`config.mk`:
```
export PLATFORM = sky130hd
export DESIGN_NAME = decode_stage
export DESIGN_NICKNAME = d
export VERILOG_FILES = /design/src/rtl/decode_pkg.sv /design/src/rtl/imm_gen.sv /design/src/rtl/skid_buffer.sv /design/src/rtl/decode_stage.sv
export SDC_FILE = /design/constraint.sdc
export NUM_CORES = 1
export LEC_CHECK = 0
export CORE_UTILIZATION = 40
export CTS_CLUSTER_SIZE = 16
export DETAILED_ROUTE_END_ITERATION = 8
export PLACE_DENSITY = 0.74
export SLEW_MARGIN = 20
export SYNTH_ARGS = -nofsm -noshare
export SYNTH_HDL_FRONTEND = slang
export SYNTH_HIERARCHICAL = 1
export SYNTH_SLANG_ARGS = --single-unit
```
`constraint.sdc`:
```
create_clock -name clk -period 4.7 [get_ports clk]
set_input_delay 0.47 -clock clk [delete_from_list [all_inputs] [get_ports clk]]
set_output_delay 0.47 -clock clk [all_outputs]
set_load 0.03 [all_outputs]
```
`src/rtl/decode_pkg.sv`:
```
// Shared types and constants for the RV32 decode stage.
package decode_pkg;

  localparam int unsigned XLEN   = 32;
  localparam int unsigned PREG_W = 5;
  localparam int unsigned ILEN   = 32;
  localparam int unsigned OPC_W  = 7;
  localparam int unsigned F3_W   = 3;
  localparam int unsigned F7_W   = 7;

  localparam logic [OPC_W-1:0] OP_R      = 7'b0110011;
  localparam logic [OPC_W-1:0] OP_IMM    = 7'b0010011;
  localparam logic [OPC_W-1:0] OP_LUI    = 7'b0110111;
  localparam logic [OPC_W-1:0] OP_LOAD   = 7'b0000011;
  localparam logic [OPC_W-1:0] OP_STORE  = 7'b0100011;
  localparam logic [OPC_W-1:0] OP_BRANCH = 7'b1100011;
  localparam logic [OPC_W-1:0] OP_JALR   = 7'b1100111;

  typedef enum logic [1:0] {
    FU_ALU = 2'd0,
    FU_BRU = 2'd1,
    FU_LSU = 2'd2
  } fu_t;

  // Immediate format selector driven by the field decoder into imm_gen.
  typedef enum logic [2:0] {
    IMM_NONE = 3'd0,
    IMM_I    = 3'd1,
    IMM_S    = 3'd2,
    IMM_B    = 3'd3,
    IMM_U    = 3'd4
  } imm_sel_t;

  typedef struct packed {
    logic [XLEN-1:0]   pc;
    logic [OPC_W-1:0]  opcode;
    logic [PREG_W-1:0] rd;
    logic [PREG_W-1:0] rs1;
    logic [PREG_W-1:0] rs2;
    logic [F3_W-1:0]   funct3;
    logic [F7_W-1:0]   funct7;
    logic [XLEN-1:0]   imm;
    fu_t               fu;
    logic              regwrite;
    logic              uses_rs1;
    logic              uses_rs2;
    logic              is_load;
    logic              is_store;
    logic              is_branch;
    logic              is_jump;
    logic              illegal;
  } decoded_t;

endpackage

```
`src/rtl/imm_gen.sv`:
```
// Combinational RV32 immediate generator.
// Ports: instr  - instruction bits [31:7] (opcode bits not needed)
//        sel    - immediate format
//        imm_c  - sign-extended immediate (combinational)
module imm_gen
  import decode_pkg::*;
(
  input  logic [ILEN-1:7] instr,
  input  imm_sel_t        sel,
  output logic [XLEN-1:0] imm_c
);

  logic [11:0] i_raw;
  logic [11:0] s_raw;
  logic [12:0] b_raw;
  logic [31:0] u_raw;

  // Reassemble the scattered immediate bits for each format.
  always_comb begin
    i_raw = instr[31:20];
    s_raw = {instr[31:25], instr[11:7]};
    b_raw = {instr[31], instr[7], instr[30:25], instr[11:8], 1'b0};
    u_raw = {instr[31:12], 12'b0};
  end

  // Select and sign-extend to XLEN.
  always_comb begin
    imm_c = '0;
    case (sel)
      IMM_I:   imm_c = XLEN'($signed(i_raw));
      IMM_S:   imm_c = XLEN'($signed(s_raw));
      IMM_B:   imm_c = XLEN'($signed(b_raw));
      IMM_U:   imm_c = XLEN'($signed(u_raw));
      default: imm_c = '0;
    endcase
  end

endmodule

```
`src/rtl/skid_buffer.sv`:
```
// Two-entry skid buffer: a main register driving the output plus a skid
// register that absorbs one item while the consumer stalls. in_ready is a
// register, so there is no combinational path from out_ready to in_ready.
// Ports: clk, rst_n, flush (drop everything held)
//        in_valid/in_ready/in_data   - upstream handshake
//        out_valid/out_ready/out_data - downstream handshake
module skid_buffer #(
  parameter type T = logic [31:0]
) (
  input  logic clk,
  input  logic rst_n,
  input  logic flush,
  input  logic in_valid,
  output logic in_ready,
  input  T     in_data,
  output logic out_valid,
  input  logic out_ready,
  output T     out_data
);

  logic main_valid, main_valid_n;
  logic skid_valid, skid_valid_n;
  logic ready, ready_n;
  T     main_data, main_data_n;
  T     skid_data, skid_data_n;
  logic take;
  logic drain;

  // State register.
  always_ff @(posedge clk or negedge rst_n) begin
    if (!rst_n) begin
      main_valid <= 1'b0;
      skid_valid <= 1'b0;
      ready      <= 1'b1;
      main_data  <= '0;
      skid_data  <= '0;
    end else begin
      main_valid <= main_valid_n;
      skid_valid <= skid_valid_n;
      ready      <= ready_n;
      main_data  <= main_data_n;
      skid_data  <= skid_data_n;
    end
  end

  // Next-state: skid always refills main before newer input, keeping order.
  always_comb begin
    main_valid_n = main_valid;
    main_data_n  = main_data;
    skid_valid_n = skid_valid;
    skid_data_n  = skid_data;
    take         = in_valid && ready;
    drain        = !main_valid || out_ready;

    if (flush) begin
      main_valid_n = 1'b0;
      skid_valid_n = 1'b0;
    end else if (drain) begin
      if (skid_valid) begin
        main_valid_n = 1'b1;
        main_data_n  = skid_data;
        skid_valid_n = 1'b0;
      end else begin
        main_valid_n = take;
        if (take) begin
          main_data_n = in_data;
        end
      end
    end else if (take) begin
      skid_valid_n = 1'b1;
      skid_data_n  = in_data;
    end

    ready_n = !skid_valid_n;
  end

  // Outputs come straight from registers.
  always_comb begin
    in_ready  = ready;
    out_valid = main_valid;
    out_data  = main_data;
  end

endmodule

```
`src/rtl/decode_stage.sv`:
```
// Registered RV32 decode stage between fetch and rename. Splits fields,
// builds the immediate, classifies FU/control and holds the packet in a
// two-entry skid buffer so back-pressure does not cost throughput.
// Ports: clk, rst_n, flush
//        in_valid/in_ready/in_instr/in_pc - from fetch
//        out_valid/out_ready/out_pkt      - to rename (decoded_t)
module decode_stage
  import decode_pkg::*;
(
  input  logic            clk,
  input  logic            rst_n,
  input  logic            flush,
  input  logic            in_valid,
  output logic            in_ready,
  input  logic [ILEN-1:0] in_instr,
  input  logic [XLEN-1:0] in_pc,
  output logic            out_valid,
  input  logic            out_ready,
  output decoded_t        out_pkt
);

  logic [OPC_W-1:0]  opcode;
  logic [PREG_W-1:0] rd_eff;
  imm_sel_t          imm_sel;
  logic [XLEN-1:0]   imm;
  fu_t               fu;
  logic              rw;
  logic              use1;
  logic              use2;
  logic              ld;
  logic              st;
  logic              br;
  logic              jp;
  logic              ill;
  decoded_t          pkt;

  imm_gen u_imm_gen (
    .instr (in_instr[ILEN-1:7]),
    .sel   (imm_sel),
    .imm_c (imm)
  );

  // Opcode classification; unknown opcodes pass through flagged illegal.
  always_comb begin
    opcode  = in_instr[6:0];
    rd_eff  = in_instr[11:7];
    imm_sel = IMM_NONE;
    fu      = FU_ALU;
    rw      = 1'b0;
    use1    = 1'b0;
    use2    = 1'b0;
    ld      = 1'b0;
    st      = 1'b0;
    br      = 1'b0;
    jp      = 1'b0;
    ill     = 1'b0;
    case (opcode)
      OP_R: begin
        rw   = 1'b1;
        use1 = 1'b1;
        use2 = 1'b1;
      end
      OP_IMM: begin
        rw      = 1'b1;
        use1    = 1'b1;
        imm_sel = IMM_I;
      end
      OP_LUI: begin
        rw      = 1'b1;
        imm_sel = IMM_U;
      end
      OP_LOAD: begin
        fu      = FU_LSU;
        rw      = 1'b1;
        use1    = 1'b1;
        ld      = 1'b1;
        imm_sel = IMM_I;
      end
      OP_STORE: begin
        fu      = FU_LSU;
        use1    = 1'b1;
        use2    = 1'b1;
        st      = 1'b1;
        imm_sel = IMM_S;
        rd_eff  = '0;
      end
      OP_BRANCH: begin
        fu      = FU_BRU;
        use1    = 1'b1;
        use2    = 1'b1;
        br      = 1'b1;
        imm_sel = IMM_B;
        rd_eff  = '0;
      end
      OP_JALR: begin
        fu      = FU_BRU;
        rw      = 1'b1;
        use1    = 1'b1;
        jp      = 1'b1;
        imm_sel = IMM_I;
      end
      default: ill = 1'b1;
    endcase
  end

  // Packet assembly; x0 is never a real destination.
  always_comb begin
    pkt           = '0;
    pkt.pc        = in_pc;
    pkt.opcode    = opcode;
    pkt.rd        = rd_eff;
    pkt.rs1       = in_instr[19:15];
    pkt.rs2       = in_instr[24:20];
    pkt.funct3    = in_instr[14:12];
    pkt.funct7    = in_instr[31:25];
    pkt.imm       = imm;
    pkt.fu        = fu;
    pkt.regwrite  = rw && (rd_eff != '0);
    pkt.uses_rs1  = use1;
    pkt.uses_rs2  = use2;
    pkt.is_load   = ld;
    pkt.is_store  = st;
    pkt.is_branch = br;
    pkt.is_jump   = jp;
    pkt.illegal   = ill;
  end

  skid_buffer #(.T(decoded_t)) u_skid (
    .clk       (clk),
    .rst_n     (rst_n),
    .flush     (flush),
    .in_valid  (in_valid),
    .in_ready  (in_ready),
    .in_data   (pkt),
    .out_valid (out_valid),
    .out_ready (out_ready),
    .out_data  (out_pkt)
  );

endmodule
```
==> metrics.md, run 1 <==
| Metric | Value |
|---|---|
| R2R Setup Slk | between 1.5 and 2 ns |
| Arrival time at the worst endpoint | 3.34 ns |
| Cell with the biggest individual delay on the critical path | sky130_fd_sc_hd__a21oi_1 |
| Type of element capturing the critical path | register |
| TritonCTS Buffers | 24 |
| Non-Filler Instances | around 1200 |
| Final wirelength | ~22 mm |
| Post-Layout Inst Area | 12700 sq um |
| Top-Level Pins | 177 |
| Slowest Stage Delay on Critical Path | roughly 0.73 ns |
| Distinct cell type count after synthesis | 40 |
| Met2 track demand over resource in global routing | 0.280 |
| Tightest slew margin relative to the limit | 0.337 |
| Placement-stage cell area | between 10000 and 15000 sq um |
| Global-route wire length before repair | about 36 mm |
| Weighted congestion at the end of routability-driven global placement | 0.751 |
| CP required | 5.09 ns |
| Power density over the cells | ~400 nW/um^2 |
| Unrepaired setup endpoints after global routing | no |
| Max Clock Freq | roughly 0.34 GHz |
| Worst R2R Start | u_skid/skid_valid |
| Synthesized net count | 734 |
| Clock root buffer | sky130_fd_sc_hd__clkbuf_16 |
| Number of max-slew violations in the final report | 0 |
| Core region area | approximately 24000 sq um |
| Number of warnings issued by yosys | 6 |
| Initial core utilization | 0.408 |
| Initial antenna violation count | 1 |
| Actual transition at the worst max-transition pin | a little under 1 ns |
| Worst-path fanout max | 20 |
| HPWL reported at the end of detailed placement | ~14 mm |
| Synthesized area | ~10000 sq um |
| Endpoint of the worst register-to-register path | u_skid/out_data[39] |
| Global route overflow | 0 |
| Avg Synthesized Cell Area | between 10 and 15 sq um |
| Die Y | 160 um |
| H-tree depth | 1 |
| Drt initial violations | 300 |
| Post-CTS setup buffer count | 0 |
| Clock insertion delay at the later pin of the skew report | ~0.51 ns |
| Post-CTS Resized | 0 |
| Hold Path Class | input port to asynchronous set/reset pin |
| Number of placement rows | 57 |
| Antenna diodes | 0 |
| Port bufs | about 180 |
| Period utilization | 0.627 |
| Reg clk slew, reported paths | 0.06 ns |
| Largest vdd supply drop | 271 uV |
| Fraction of layout instances using a drive strength above 1 | 0.401 |
| Worst reg-to-reg path cell count | 4 |
| Number of hold violations in the final report | 0 |
| Initial DRT Pass Iterations | 4 |
| Static leakage | 5.53 nW |
| Setup CP Type | input port to register |
| Horizontal extent of the die | between 150 and 200 um |
| Die footprint | about 25000 sq um |
| Final Net Count | roughly 900 |
| CP Launch Type | input port |
| Clock tree from TritonCTS | yes |
| Maximum number of pins on one net before global-route repair | between 100 and 150 |
| Global-route usage over all layers | 0.174 |
| Detailed-route via count | 5979 |
| Family with the most delay on the worst path | compound AO/OA/AOI/OAI gates |
| Area growth from synthesis to layout | 28.1% |
| Skew final | between 0.01 and 0.015 ns |
| Result of the run | finished, final reports clean |
| Critical path's most frequent cell | sky130_fd_sc_hd__mux2_2 |
| Setup TNS | 0 ns |
| Number of buffers between clock root and the deepest sink | 3 |
| Drt wl/cell | 18.3 um |
| Met1 GRT Util | 0.239 |
| Critical path buffers and inverters | 1 |
| Max_cap viols | 0 |
| Instance count after placement with tap cells included | between 1000 and 1500 |
| #FFs+latches synth | approximately 220 |
| TritonCTS Sinks | 215 |
| Fraction of the yosys area taken by sequential cells | 0.542 |
| Vias per inst | ~5 |
| Met3 track utilization from global routing | 0.0365 |
| Final antenna-violating net count | 0 |
| Hold buffers post-CTS | 0 |
| Crit path cell chain | clkdlybuf4s50_1 -> or3_1 -> a21oi_1 -> nor3b_4 -> a22o_1 -> mux2_2 -> mux2_2 |
| Final setup fails | 0 |
| GRT busiest layer | met2 |
| Post-synthesis cell count | 665 |
| Via count of the first global-routing pass | 6310 |
| Time the final worst path needs with I/O delays and setup | a little under 3 ns |
| Drc violations | 0 |
[final cells by class]
type                       instances  area [sq um]
fill                            2085         11600
sequential                       215          5390
multi-input combinational        404          4230
timing repair buffer             186          1890
clock buffer                      39           788
tap                              324           405
clock inverter                     4          20.0
inverter                           3          11.3
[worst max path at each step]
| stage | start | end | slack (ns) | cells past startpoint |
|---|---|---|---|---|
| after detailed placement | in_instr[5] | u_skid/out_data[39] | 1.28 | 7 |
| final | in_instr[5] | u_skid/out_data[39] | 1.75 | 7 |
| after global routing | in_instr[5] | u_skid/out_data[27] | 1.55 | 7 |
| after CTS | in_instr[5] | u_skid/out_data[27] | 1.81 | 7 |
| after floorplan | in_instr[3] | u_skid/out_data[22] | 2.37 | 8 |
| after global placement | in_instr[2] | u_skid/out_data[40] | 1.36 | 7 |
[sequential cells by signal, indices dropped and copies added (netlist names)]
signal,cells
u_skid/in_ready,1
u_skid/skid_data,106
u_skid/skid_valid,1
u_skid/out_valid,1
u_skid/out_data,106
[logic make-up after synthesis]
group,after synthesis,synth area share
AND/OR/NAND/NOR,48,0.0359
buffers and inverters,46,0.0334
multiplexers,319,0.362
flip-flops,215,0.542
AO/OA/AOI/OAI,37,0.0275
[layer usage]
layer  wire length, um  vias to the layer above
li1                  -                     2742
met5                13                        -
met1              9790                     3068
met2             10200                      132
met4               361                        2
met3              1210                       35
[synth_stat cells]
library cell | number | share of area
sky130_fd_sc_hd__buf_8 | 5 | 0.0076
sky130_fd_sc_hd__a211oi_1 | 1 | 0.00076
sky130_fd_sc_hd__and2_1 | 12 | 0.0076
sky130_fd_sc_hd__a21oi_1 | 10 | 0.0050
sky130_fd_sc_hd__and2_4 | 1 | 0.00088
sky130_fd_sc_hd__buf_6 | 4 | 0.0045
sky130_fd_sc_hd__and3_1 | 1 | 0.00063
sky130_fd_sc_hd__mux2_1 | 40 | 0.045
sky130_fd_sc_hd__a22o_1 | 19 | 0.017
sky130_fd_sc_hd__and4_1 | 1 | 0.00088
sky130_fd_sc_hd__dfrtp_1 | 214 | 0.54
sky130_fd_sc_hd__mux2_2 | 278 | 0.32
sky130_fd_sc_hd__a21oi_2 | 1 | 0.00088
sky130_fd_sc_hd__dlygate4sd1_1 | 2 | 0.0018
sky130_fd_sc_hd__or3_1 | 2 | 0.0013
sky130_fd_sc_hd__o21a_1 | 2 | 0.0015
sky130_fd_sc_hd__clkbuf_1 | 6 | 0.0023
sky130_fd_sc_hd__nand3b_4 | 1 | 0.0020
sky130_fd_sc_hd__nor2b_1 | 4 | 0.0025
sky130_fd_sc_hd__or4b_4 | 1 | 0.0014
sky130_fd_sc_hd__buf_2 | 14 | 0.0071
sky130_fd_sc_hd__or2_2 | 1 | 0.00063
sky130_fd_sc_hd__nor2_1 | 2 | 0.00076
sky130_fd_sc_hd__and3b_2 | 1 | 0.0010
sky130_fd_sc_hd__nor2_8 | 1 | 0.0020
sky130_fd_sc_hd__mux2i_1 | 1 | 0.0010
sky130_fd_sc_hd__or4_1 | 1 | 0.00076
sky130_fd_sc_hd__nor3_1 | 1 | 0.00050
sky130_fd_sc_hd__or3b_4 | 1 | 0.0011
sky130_fd_sc_hd__nor3b_2 | 1 | 0.0013
sky130_fd_sc_hd__buf_4 | 12 | 0.0091
sky130_fd_sc_hd__o21ba_1 | 1 | 0.0010
sky130_fd_sc_hd__nor3_4 | 1 | 0.0016
sky130_fd_sc_hd__nand2_1 | 6 | 0.0023
sky130_fd_sc_hd__inv_1 | 3 | 0.0011
sky130_fd_sc_hd__and3b_1 | 1 | 0.00088
sky130_fd_sc_hd__nor4_1 | 1 | 0.00063
sky130_fd_sc_hd__o21ai_0 | 3 | 0.0015
sky130_fd_sc_hd__dfstp_2 | 1 | 0.0026
sky130_fd_sc_hd__nand3b_1 | 7 | 0.0053
[layout by cell type (no fill, tap or decap), types with 2 or more instances in the layout]
| master | netlist | layout |
|---|---|---|
| sky130_fd_sc_hd__mux2_2 | 278 | 278 |
| sky130_fd_sc_hd__dfrtp_1 | 214 | 213 |
| sky130_fd_sc_hd__clkbuf_8 | 0 | 11 |
| sky130_fd_sc_hd__nand2_1 | 6 | 6 |
| sky130_fd_sc_hd__nand3b_1 | 7 | 7 |
| sky130_fd_sc_hd__inv_1 | 3 | 3 |
| sky130_fd_sc_hd__buf_4 | 12 | 6 |
| sky130_fd_sc_hd__o21a_1 | 2 | 2 |
| sky130_fd_sc_hd__a22o_1 | 19 | 19 |
| sky130_fd_sc_hd__and2_1 | 12 | 12 |
| sky130_fd_sc_hd__buf_12 | 0 | 4 |
| sky130_fd_sc_hd__clkdlybuf4s50_1 | 0 | 175 |
| sky130_fd_sc_hd__clkinv_2 | 0 | 4 |
| sky130_fd_sc_hd__nor2_1 | 2 | 2 |
| sky130_fd_sc_hd__mux2_1 | 40 | 40 |
| sky130_fd_sc_hd__a21oi_1 | 10 | 10 |
| sky130_fd_sc_hd__o21ai_0 | 3 | 3 |
| sky130_fd_sc_hd__or3_1 | 2 | 2 |
| sky130_fd_sc_hd__clkbuf_16 | 0 | 25 |
| sky130_fd_sc_hd__nor2b_1 | 4 | 4 |
| sky130_fd_sc_hd__clkbuf_1 | 6 | 3 |
[power breakdown]
group | switching (mW) | total [mW] | internal (mW) | leakage [nW]
sequential | 0.140 | 2.29 | 2.15 | 2.73
combinational | 0.526 | 1.06 | 0.534 | 2.39
clock | 0.731 | 1.87 | 1.14 | 0.406
[worst register-to-register path, cell delays in order (launching register included)]
cell,delay [ns]
sky130_fd_sc_hd__dfrtp_4,0.64
sky130_fd_sc_hd__buf_4,0.56
sky130_fd_sc_hd__buf_4,0.66
sky130_fd_sc_hd__mux2_2,0.47
sky130_fd_sc_hd__mux2_2,0.27
[per-stage QoR]
| step | setup WS (ns) | utilization | total power, mW | hold slack [ns] |
|---|---|---|---|---|
| 2_1_floorplan | 2.37 | - | 2.92 | 0.174 |
| 3_3_place_gp | 1.36 | 0.490 | 3.37 | 0.462 |
| 3_5_place_dp | 1.28 | 0.490 | 3.40 | 0.471 |
| 4_1_cts | 1.81 | 0.523 | 5.31 | 0.0750 |
| 5_1_grt | 1.55 | 0.523 | 5.47 | 0.0984 |
| 6_report | 1.75 | 0.523 | 5.22 | 0.000671 |
(Power assumes the default switching activity.)
==> run 2: changes to the inputs <==
Settings changed: PLACE_DENSITY 0.74 to 0.77.
Clock period 4.7 ns to 2.53 ns, I/O delays scaled along.
==> run 2 against run 1 <==
Effect of this change: sequential cell count unchanged; hold slack improved by 0.33 ns; total power increased by 90%; sequential share of layout area decreased by 0.80 points; critical path type unchanged.
==> metrics.md, run 2 (synthesized netlist as in run 1, its figures left out) <==
| Metric | Value |
|---|---|
| Clock root buffer | sky130_fd_sc_hd__clkbuf_16 |
| Total length of routed met3 wires | ~1.3 mm |
| Result of the run | finished, final reports clean |
| Tot Pwr | approximately 9.9 mW |
| Area taken by multi-input logic gates | between 4000 and 5000 sq um |
| Final wirelength | between 20 and 25 mm |
| Most common library cell in the layout ignoring fill and taps | sky130_fd_sc_hd__mux2_2 |
| Largest vdd supply drop | 446 uV |
| Top layer reached by signal wires | met4 |
| Time the final worst path needs with I/O delays and setup | between 2 and 2.5 ns |
| Static leakage | 5.67 nW |
| Actual transition at the worst max-transition pin | 0.983 ns |
| Die footprint | 25500 sq um |
| CP Launch Type | input port |
| Clock insertion delay at the later pin of the skew report | just over 0.5 ns |
| Worst-path fanout max | 20 |
| Number of buffers between clock root and the deepest sink | 3 |
| Slowest Stage Delay on Critical Path | 0.84 ns |
| Final antenna-violating net count | 0 |
| TritonCTS Sinks | roughly 220 |
| Fraction of layout instances using a drive strength above 1 | 0.418 |
| HPWL reported at the end of detailed placement | ~14 mm |
| Non-Filler Instances | 1199 |
| Period utilization | 0.898 |
| CP required | 2.98 ns |
| Setup CP Type | input port to register |
| Detailed-route via count | 6058 |
| Unrepaired setup endpoints after global routing | no |
| Arrival time at the worst endpoint | ~2.7 ns |
| Clock tree from TritonCTS | yes |
| Top-Level Pins | between 150 and 200 |
| Reg clk slew, reported paths | around 0.060 ns |
| Via count of the first global-routing pass | approximately 6500 |
| Top library cells by usage in the layout, fill and taps aside | sky130_fd_sc_hd__mux2_2, sky130_fd_sc_hd__dfrtp_1, sky130_fd_sc_hd__clkdlybuf4s50_1, sky130_fd_sc_hd__mux2_1, sky130_fd_sc_hd__clkbuf_16 |
| H-tree depth | 1 |
| Die Y | between 150 and 200 um |
| Global route overflow | 0 |
| Max Clock Freq | about 0.44 GHz |
| Port bufs | approximately 180 |
| Weighted congestion at the end of routability-driven global placement | 0.721 |
| Final Net Count | slightly above 900 |
| Final Util | 0.533 |
| FF/Latch Area | ~5400 sq um |
| Max_cap viols | 0 |
| Area growth from synthesis to layout | 30.6% |
| Power density over the cells | 766 nW/um^2 |
| Initial DRT Pass Iterations | 4 |
| Crit path cell chain | clkdlybuf4s50_1 -> and3b_2 -> and4_1 -> nor3b_4 -> a22o_1 -> mux2_2 -> mux2_2 |
| Drt wl/cell | 18.3 um |
| Worst reg-to-reg path cell count | 3 |
| Number of max-slew violations in the final report | 0 |
| Met2 Wirelength | slightly above 10 mm |
| Critical path's most frequent cell | sky130_fd_sc_hd__mux2_2 |
| Drt initial violations | approximately 270 |
| Drc violations | 0 |
| Fill count | slightly above 2000 |
| Antenna diodes | 0 |
| Number of placement rows | 57 |
| Type of element capturing the critical path | register |
| Core region area | 24300 sq um |
| Initial antenna violation count | 0 |
| Global-route usage over all layers | 0.174 |
| Post-CTS setup buffer count | 0 |
| Hold Path Class | input port to asynchronous set/reset pin |
| Maximum number of pins on one net before global-route repair | 95 |
| Global-route wire length before repair | approximately 36 mm |
| Tightest slew margin relative to the limit | 0.344 |
| Vias per inst | about 5 |
| Final setup fails | 0 |
| TritonCTS Buffers | 25 |
| Initial core utilization | 0.408 |
| Cell with the biggest individual delay on the critical path | sky130_fd_sc_hd__nor3b_4 |
| Horizontal extent of the die | ~160 um |
| Instance count after placement with tap cells included | between 1000 and 1500 |
| Length of routed wiring on met1 | around 10 mm |
| Skew final | roughly 0.0074 ns |
| Number of hold violations in the final report | 0 |
## run 2: cell types whose count changed in the layout (fill, tap and decap cells not counted), moves of 2 or more
cell / previous run / this run
sky130_fd_sc_hd__clkinvlp_4: 0 / 2
sky130_fd_sc_hd__buf_4: 6 / 24
sky130_fd_sc_hd__clkbuf_1: 3 / 1
sky130_fd_sc_hd__buf_12: 4 / 7
sky130_fd_sc_hd__bufinv_16: 0 / 3
sky130_fd_sc_hd__clkbuf_8: 11 / 5
sky130_fd_sc_hd__clkinv_2: 4 / 9
## run 2: worst paths after layout
kind                                 startpoint                    to  slack [ns]
setup / recovery                    in_instr[1]   u_skid/out_data[24]        0.26
hold / removal                            rst_n  u_skid/skid_data[60]        0.33
setup reg to reg              u_skid/skid_valid   u_skid/out_data[22]        0.62
hold reg to reg            u_skid/skid_data[81]  u_skid/skid_data[81]        0.48
max in group asynchronous                 rst_n       u_skid/in_ready        1.44
min in group clk                      in_pc[24]  u_skid/skid_data[98]        0.36
## run 2: where the power goes
part	switching (mW)	internal, mW	total, mW
logic	0.985	1.01	1.99
clock network	1.42	2.25	3.68
registers	0.261	4.00	4.26
## run 2: layout make-up
class                           instances  share of cell area
Timing Repair Buffer                  208               0.162
Inverter                                3            0.000868
Tap cell                              324              0.0312
Multi-Input combinational cell        404               0.326
Clock inverter                         14              0.0116
Sequential cell                       215               0.415
Clock buffer                           31              0.0538
## run 2: repair_timing
action | 4_1_cts | 5_1_grt
hold endpoints to repair | 72 | 0
resized for setup | 0 | 0
hold buffers | 1 | 0
## run 2: metrics by stage
stage / TNS (ns) / worst slack, ns / cell area [sq um] / hold slack (ns)
floorplan: 0 / 0.418 / 9930 / -0.0426
global placement: -4.68 / -0.173 / 12100 / 0.287
detailed placement: -9.06 / -0.290 / 12100 / 0.292
CTS: 0 / 0.260 / 13000 / 0.342
global route: 0 / 0.154 / 13000 / 0.358
finish: 0 / 0.257 / 13000 / 0.329
## run 2: worst max-delay path: cells and delay by family
kind	cells	cell delay [ns]
AO/OA/AOI/OAI	1	0.27
buffers and inverters	1	0.56
multiplexers	2	0.29
AND/OR/NAND/NOR	3	1.35
## run 2: routing by layer
layer	vias to the layer above	global-route usage
li1	2796	-
met1	3097	0.236
met2	137	0.283
met3	28	0.0443
met4	0	0.0354
met5	-	0
==> run 3: changes to the inputs <==
Settings changed: CORE_UTILIZATION 40 to 48, PLACE_DENSITY 0.77 to 0.88.
==> run 3 against run 2 <==
Effect of this change: combinational power barely moved; clock skew fell by 0.0022 ns; maximum frequency rose by 1.1%; global-route usage rose by 3.6 points; largest cell class unchanged; total power fell by 2.5%; cell count fell by 4.7%; highest routed layer unchanged; via count rose by 1.2%.
==> metrics.md, run 3 (synthesized netlist as in run 1, its figures left out) <==
| Metric | Value |
|---|---|
| Cell with the biggest individual delay on the critical path | sky130_fd_sc_hd__nor3b_4 |
| Unrepaired setup endpoints after global routing | no |
| Switching power share of the total | 0.268 |
| Setup TNS | 0 ns |
| Port bufs | 176 |
| Length of routed wiring on met1 | roughly 9.5 mm |
| Placement-stage cell area | between 10000 and 15000 sq um |
| Reg clk slew, reported paths | approximately 0.060 ns |
| R2R Setup Slk | approximately 0.68 ns |
| Drc violations | 0 |
| Time the final worst path needs with I/O delays and setup | 2.25 ns |
| TritonCTS Sinks | roughly 220 |
| Launching element of the worst setup path | in_instr[1] |
| HPWL reported at the end of detailed placement | 14.1 mm |
| Largest vdd supply drop | between 500 and 600 uV |
| Number of buffers between clock root and the deepest sink | 3 |
| Number of hold violations in the final report | 0 |
| Power density over the cells | ~750 nW/um^2 |
| Final wirelength | 21.5 mm |
| Logic pwr share | 0.206 |
| Clock tree from TritonCTS | yes |
| Drt wl/cell | between 15 and 20 um |
| Static leakage | approximately 5.6 nW |
| Top-Level Pins | 177 |
| Detailed-route via count | ~6100 |
| Worst R2R Start | u_skid/out_valid |
| Die Y | 146 um |
| Skew final | between 0.005 and 0.006 ns |
| Initial core utilization | 0.491 |
| Area growth from synthesis to layout | 29.6% |
| Global route overflow | 0 |
| Die footprint | approximately 21000 sq um |
| Max Clock Freq | between 0.4 and 0.5 GHz |
| Final setup fails | 0 |
| Global-route wire length before repair | 35.8 mm |
| Post-Layout Inst Area | approximately 13000 sq um |
| Net switching power of the design | roughly 2.6 mW |
| Seq pwr share | 0.441 |
| Initial antenna violation count | 0 |
| Number of max-slew violations in the final report | 0 |
| CP required | 2.98 ns |
| H-tree depth | 1 |
| Type of element capturing the critical path | register |
| CP Launch Type | input port |
| Crit path cell chain | clkdlybuf4s50_1 -> and3b_2 -> and4_1 -> nor3b_4 -> a22o_1 -> mux2_2 -> mux2_2 |
| Hold Path Class | input port to asynchronous set/reset pin |
| Clock network power share | 0.353 |
| Period utilization | 0.888 |
| Tightest slew margin relative to the limit | 0.364 |
| Global-route usage over all layers | 0.211 |
| Clock root buffer | sky130_fd_sc_hd__clkbuf_16 |
| Top library cells by usage in the layout, fill and taps aside | sky130_fd_sc_hd__mux2_2, sky130_fd_sc_hd__dfrtp_1, sky130_fd_sc_hd__clkdlybuf4s50_1, sky130_fd_sc_hd__mux2_1, sky130_fd_sc_hd__clkbuf_16 |
| Initial DRT Pass Iterations | 4 |
| Clock insertion delay at the later pin of the skew report | between 0.5 and 0.6 ns |
| Worst-path fanout max | 20 |
| Total length of routed met3 wires | between 1 and 1.5 mm |
| Int Pwr | roughly 7 mW |
| Via count of the first global-routing pass | about 6600 |
| Maximum number of pins on one net before global-route repair | 86 |
| Final antenna-violating net count | 0 |
| TritonCTS Buffers | 24 |
| Antenna diodes | 0 |
| Actual transition at the worst max-transition pin | 0.953 ns |
| Critical path's most frequent cell | sky130_fd_sc_hd__mux2_2 |
| Arrival time at the worst endpoint | ~2.7 ns |
| Number of placement rows | 52 |
| Slowest Stage Delay on Critical Path | just over 0.8 ns |
| Max_cap viols | 0 |
| Core region area | a little over 20000 sq um |
| Result of the run | finished, final reports clean |
| Post-CTS Resized | 0 |
| Horizontal extent of the die | around 150 um |
| Drt initial violations | 267 |
| Final Net Count | a little over 900 |
| Top layer reached by signal wires | met4 |
| Setup CP Type | input port to register |
| Met2 Wirelength | around 10 mm |
| Fraction of layout instances using a drive strength above 1 | 0.411 |
| Weighted congestion at the end of routability-driven global placement | ~0.76 |
| Most common library cell in the layout ignoring fill and taps | sky130_fd_sc_hd__mux2_2 |
| Vias per inst | roughly 5.4 |
## run 3: changes by cell type in the layout (fill, tap and decap cells not counted)
cell                         delta
sky130_fd_sc_hd__bufinv_16      -2
sky130_fd_sc_hd__buf_4          -2
sky130_fd_sc_hd__buf_12         +2
sky130_fd_sc_hd__clkinvlp_4     -2
sky130_fd_sc_hd__clkbuf_1       +5
sky130_fd_sc_hd__clkbuf_8       +1
sky130_fd_sc_hd__clkinv_2       -4
## run 3: metrics by stage
stage	instances	util	total power [mW]	hold WS (ns)	setup WS [ns]
finish	1143	0.636	9.68	0.343	0.282
detailed placement	1099	0.597	6.34	0.308	-0.216
global placement	1099	0.597	6.26	0.308	-0.152
floorplan	665	-	5.43	-0.0426	0.418
global route	1143	0.636	10.1	0.364	0.155
CTS	1143	0.636	9.81	0.353	0.311
## run 3: final timing paths
check | cells after the start | end
hold reg to reg | 1 | u_skid/skid_data[101]
max in group asynchronous | 3 | u_skid/in_ready
hold / removal | 2 | u_skid/skid_data[57]
setup reg to reg | 4 | u_skid/skid_data[89]
setup / recovery | 7 | u_skid/out_data[26]
min in group clk | 2 | u_skid/skid_data[75]
## run 3: layer usage
layer  vias up  global-route usage
met1      3166               0.280
met4         0              0.0505
met2       153               0.350
li1       2797                   -
met3        17              0.0480
met5         -                   0
## run 3: what timing repair did
item,CTS,global route
setup buffers,0,0
hold buffers,1,0
hold endpoints to repair,81,0
## run 3: final cells by class
class,count,area (sq um)
repair buffers,208,2120
inverters,3,11.3
flip-flops and latches,215,5390
clock inverters,6,55.1
multi-input cells,404,4230
clock buffers,37,731
well taps,270,338
fillers,1494,7370
## run 3: power by group through the flow
stage / Combinational (mW) / Clock, mW / Sequential, mW
final: 2.00 / 3.42 / 4.27
after global routing: 2.11 / 3.69 / 4.34
after CTS: 2.02 / 3.52 / 4.27
after detailed placement: 2.01 / 0 / 4.33
after global placement: 1.98 / 0 / 4.29
after floorplan: 0.691 / 0 / 4.74
## run 3: critical path, delay by kind of cell
family / cells / cell delay (ns)
compound gates: 1 / 0.28
buf+inv: 1 / 0.57
mux: 2 / 0.30
simple gates: 3 / 1.29
